[src/rtl/mul_sequencer.sv]
// mul_sequencer: queues operand pairs and feeds them one at a time to a multi-cycle multiplier.
// Ports:
//   clk, rst            clock, synchronous active-high reset
//   op_a, op_b, op_vld  upstream operand pair and its valid; op_rdy says the queue has room
//   mul_a, mul_b        operands to the multiplier, loaded by the one-cycle mul_vld strobe
//   mul_res, mul_res_rdy multiplier product and its idle/done level
//   out_res, out_vld    registered product, held until out_rdy accepts it
//   err                 sticky timeout flag (only active when MUL_SEQ_TIMEOUT_EN is defined)
// Build option: define MUL_SEQ_TIMEOUT_EN to abandon a multiplier that stays busy too long.
module mul_sequencer #(
    parameter int DEPTH = 4
) (
    input  logic        clk,
    input  logic        rst,
    input  logic [7:0]  op_a,
    input  logic [7:0]  op_b,
    input  logic        op_vld,
    output logic        op_rdy,
    output logic [7:0]  mul_a,
    output logic [7:0]  mul_b,
    output logic        mul_vld,
    input  logic [15:0] mul_res,
    input  logic        mul_res_rdy,
    output logic [15:0] out_res,
    output logic        out_vld,
    input  logic        out_rdy,
    output logic        err
);
    localparam int AW = (DEPTH > 1) ? $clog2(DEPTH) : 1;

    typedef enum logic [1:0] {IDLE, ISSUE, WAIT} state_t;

    state_t        state;
    logic [7:0]    fa [DEPTH];
    logic [7:0]    fb [DEPTH];
    logic [AW-1:0] wr_ptr, rd_ptr;
    logic [AW:0]   count;
    logic          push, pop, cap;

    assign op_rdy = count < (AW+1)'(DEPTH);
    assign push   = op_vld && op_rdy;
    // the head is read out and popped on the edge that enters ISSUE
    assign pop    = state == IDLE && count != '0;
    assign cap    = state == WAIT && mul_res_rdy && (!out_vld || out_rdy);

    always_ff @(posedge clk) begin
        if (push) begin
            fa[wr_ptr] <= op_a;
            fb[wr_ptr] <= op_b;
        end
    end

`ifdef MUL_SEQ_TIMEOUT_EN
    logic [3:0] tcnt;
`else
    assign err = 1'b0;
`endif

    always_ff @(posedge clk) begin
        if (rst) begin
            state   <= IDLE;
            wr_ptr  <= '0;
            rd_ptr  <= '0;
            count   <= '0;
            mul_vld <= 1'b0;
            mul_a   <= '0;
            mul_b   <= '0;
            out_vld <= 1'b0;
            out_res <= '0;
`ifdef MUL_SEQ_TIMEOUT_EN
            err     <= 1'b0;
            tcnt    <= '0;
`endif
        end else begin
            if (push)
                wr_ptr <= wr_ptr + 1'b1;
            if (pop)
                rd_ptr <= rd_ptr + 1'b1;
            count <= count + (AW+1)'(push) - (AW+1)'(pop);
            if (cap) begin
                out_res <= mul_res;
                out_vld <= 1'b1;
            end else if (out_rdy) begin
                out_vld <= 1'b0;
            end
            mul_vld <= 1'b0;
            mul_a   <= '0;
            mul_b   <= '0;
            case (state)
                IDLE: if (pop) begin
                    state   <= ISSUE;
                    mul_vld <= 1'b1;
                    mul_a   <= fa[rd_ptr];
                    mul_b   <= fb[rd_ptr];
                end
                ISSUE: begin
                    state <= WAIT;
`ifdef MUL_SEQ_TIMEOUT_EN
                    tcnt  <= '0;
`endif
                end
                WAIT: begin
                    if (cap)
                        state <= IDLE;
`ifdef MUL_SEQ_TIMEOUT_EN
                    // the 15th busy WAIT cycle brings the counter to 15: give up on this operation
                    else if (!mul_res_rdy) begin
                        tcnt <= tcnt + 4'd1;
                        if (tcnt == 4'd14) begin
                            err   <= 1'b1;
                            state <= IDLE;
                        end
                    end
`endif
                end
                default: state <= IDLE;
            endcase
        end
    end
endmodule

[config.mk]
export PLATFORM = sky130hd
export DESIGN_NAME = mul_sequencer
export DESIGN_NICKNAME = d
export VERILOG_FILES = /design/src/rtl/mul_sequencer.sv
export SDC_FILE = /design/constraint.sdc
export NUM_CORES = 1
export LEC_CHECK = 0
export BUFFER_PORTS_ARGS = -buffer_cell sky130_fd_sc_hd__buf_4
export CAP_MARGIN = 5
export CORE_MARGIN = 5
export CORE_UTILIZATION = 59
export DETAILED_ROUTE_END_ITERATION = 7
export PLACE_DENSITY = 0.95
export SLEW_MARGIN = 20
export SYNTH_ARGS = -nofsm -noshare
export SYNTH_HDL_FRONTEND = slang
export SYNTH_SLANG_ARGS = --single-unit
[constraint.sdc]
create_clock -name clk -period 3 [get_ports clk]
set_input_delay 0.45 -clock clk [delete_from_list [all_inputs] [get_ports clk]]
set_output_delay 0.45 -clock clk [all_outputs]
set_load 0.005 [all_outputs]
==> metrics.md <==
| Metric | Value |
|---|---|
| Status | finished clean |
| Yosys reg bits | 107 |
| Post-Layout Inst Area | 0.00481 sq mm |
| Layout cells sized above 1 | 33.8% |
| Top-count cell post-synth | edfxtp_1 |
| Grt met1 use | 19.8% |
| Via count | 2154 |
| Warnings, synthesis | 0 |
| Final Non-Filler Cells | 405 |
| Placed cell count | 389 |
| Crit Path Max Fanout | 7 |
| Port Buffers | 71 |
| # DRC | 0 |
| GR Util met2 | 31.4% |
| CTS Hold Buffers Added | 0 |
| Filler instances | 440 |
| Clock group share of total power | 24.0% |
| CP startpoint kind | register |
| Net Count, Synth | 293 |
| Busiest layer in global routing | met2 |
| Layout Utilization | 71.6% |
| Post-Synth Simple-Gate Area | 11.1% |
| Post-DP Area | 0.00461 sq mm |
| Final TNS setup | 0 ns |
| Total setup buffers inserted after CTS | 0 |
| Gate Count Post-Synth | 249 |
| Final WL | 6.97 mm |
| CP peak stage delay | 0.40 ns |
| Combinational power share | 22.8% |
| Portion of total power attributed to sequential cells | 53.3% |
| Max Freq | 438 MHz |
| Grt ovf | 0 |
| Layout area overhead | 18.9% |
| N_diodes | 0 |
| Initial drt markers | 107 |
| Starting Density | 60.2% |
| DIE AREA | 0.00861 sq mm |
| Pwr Total | 3.63 mW |
| Vias in the first global route | 2299 |
| Num CTS Buffers | 9 |
| DRT antenna net count | 0 |
| Net Switching | 968 uW |
| Synth Area in XOR/XNOR | 0.650% |
| Critical-path top delay cell | nor2b_1 |
| FF/Latch Area | 0.00278 sq mm |
| Yosys top cell area share | 47.5% |
| Worst path cell trace | nor2b_1 > inv_1 > ha_1 > inv_1 > ha_1 > inv_1 > fa_1 > xnor2_1 > xnor2_1 > nor2_1 |
| Boundary Pins | 73 |
| Final net count | 364 |
| Endpoints failing hold | 0 |
| Part of the cycle the worst path needs | 76.2% |
| Max-cap violation count | 0 |
| Cells taking the most area after synthesis | edfxtp_1 (48%), dfxtp_1 (21%), mux4_2 (8.9%) |
| Least-Margin Pin Slew | 0.852 ns |
| Ys async rst share | 0% |
| Vias per inst | 5.32 |
| Latest clock arrival within the worst-skew pair | 0.35 ns |
| Sequential cell area fraction in the yosys report | 68.8% |
| Switching Share | 26.6% |
| Crit path buf inv count | 3 |
| GRT met3 Usage | 5.12% |
| CP Capture Type | register |
| Primary FF master, synth | edfxtp_1 |
| # setup viols final | 0 |
| Initial antenna violation count | 0 |
| Largest area contributor in the netlist | edfxtp_1 |
| CTS tree | yes |
| Multi-input combinational cell area | 0.00114 sq mm |
| Post-synth EDFFs | 64 |
| Complex-gate fraction of the synthesized area | 0.681% |
| WL/cell | 17.2 um |
| Clock skew | 0.0114 ns |
| CTS H-tree depth | 3 |
| GP Congestion | 0.688 |
| RSZ-0062 raised after global routing | false |
| Crit path max-delay family | adder cells |
| Synth cell count leaders | edfxtp_1 (64), dfxtp_1 (43), nand2b_1 (33) |
| Crit Path Class | reg -> reg |
| Pwr/cell area | 756 mW/mm^2 |
| Most used cell, CP | inv_1 |
| Adder-cell share of the synthesized area | 2.35% |
| Leak | 1.79 nW |
| Rows | 30 |
| Drt pass-1 iters | 4 |
| Syn Std Cell Area | 0.00404 sq mm |
| Avg Cell Area, Syn | 16.2 sq um |
| Data required, critical path | 3.24 ns |
| Largest net degree at the start of global routing | 45 |
| CTS clk-pin slew, worst paths | 0.10 ns |
| Worst EP arrival | 2.52 ns |
| Total core area | 0.00672 sq mm |
| Clk buf depth | 2 |
| Internal power | 2.67 mW |
| Clk root buf | clkbuf_8 |
| Mux share of post-synthesis cell area | 13.4% |
| IR drop worst, VDD | 0.648 mV |
| Final critical-path required period | 2.29 ns |
| Max transition margin | 43.2% |
| # clock sinks | 107 |
| First-pass GRT wire length | 11.3 mm |
| Final slew viol count | 0 |
| Die Wd | 92.8 um |
| Count of cell types in the netlist | 30 |
| Die height | 92.8 um |
| Detail Placement HPWL | 4.84 mm |
| Hold crit path type | in -> reg |
| Overall Global Routing Usage | 17.4% |
| CTS resizes | 0 |
| Largest family of logic cells by synthesized area | multiplexers |
placed cells by master, fill, tap and decap left out, types with 2 or more instances in the layout:
cell type  count
xnor2_1        3
nor2_1         6
edfxtp_1      64
buf_4         74
nor2b_1        4
a21oi_1        3
nand2b_1      33
ha_1           6
clkbuf_8       9
inv_6          2
and2_1        20
mux2i_1       17
mux4_2        16
inv_1          7
dfxtp_1       43
worst reg2reg max path, stage by stage, from the launching register on:
cell     delay [ns]
dfxtp_1        0.35
nor2b_1        0.40
inv_1          0.10
ha_1           0.31
inv_1          0.07
ha_1           0.14
inv_1          0.05
fa_1           0.37
xnor2_1        0.19
xnor2_1        0.14
nor2_1         0.05
worst paths after layout:
kind              slack (ns)                    start                       to  cells after the start
setup / recovery        0.71      count[2]$_SDFF_PP0_      count[2]$_SDFF_PP0_                     10
hold / removal          0.29                  op_a[6]       fa[1][6]$_DFFE_PP_                      1
setup reg to reg        0.71      count[2]$_SDFF_PP0_      count[2]$_SDFF_PP0_                     10
hold reg to reg         0.48  out_res[0]$_SDFFE_PP0P_  out_res[0]$_SDFFE_PP0P_                      2
layer usage:
metal	part of all wire, %	wire, um
met5	0	0
met4	1.2	85
met2	57	3960
met3	4.6	323
met1	37	2600
state kept, by name, indices dropped and copies added (netlist names):
register  cells
out_res      16
mul_b         8
state         2
rd_ptr        2
mul_a         8
wr_ptr        2
count         3
mul_vld       1
fb           32
fa           32
out_vld       1
final cells by class:
class | instances | area share (%)
Clock buffer | 10 | 2.65
Sequential cell | 107 | 57.9
Inverter | 7 | 0.546
Multi-Input combinational cell | 121 | 23.8
Timing Repair Buffer | 74 | 11.6
Clock inverter | 6 | 1.48
Tap cell | 80 | 2.08
stage by stage:
stage | setup slack, ns | hold WS [ns]
after floorplan | 0.851 | 0.465
after global placement | 0.674 | 0.460
after detailed placement | 0.527 | 0.465
after CTS | 0.716 | 0.271
after global routing | 0.540 | 0.266
final | 0.715 | 0.290
cell families (layout without fill, tap and decap cells):
family	after synthesis	after routing
other	1	1
adder cells (fa/ha/maj)	7	7
multiplexers	34	34
XOR/XNOR	3	3
AO/OA/AOI/OAI	5	5
AND/OR/NAND/NOR	71	71
buffers and inverters	21	97
flip-flops	107	107
power by group through the flow:
stage | sequential, mW | clock [mW] | combinational [mW]
after floorplan | 1.89 | 0 | 0.605
final | 1.94 | 0.871 | 0.827
after CTS | 1.94 | 0.890 | 0.845
after detailed placement | 1.97 | 0 | 0.842
after global routing | 1.97 | 0.960 | 0.916
after global placement | 1.95 | 0 | 0.797
(Power assumes the default switching activity.)
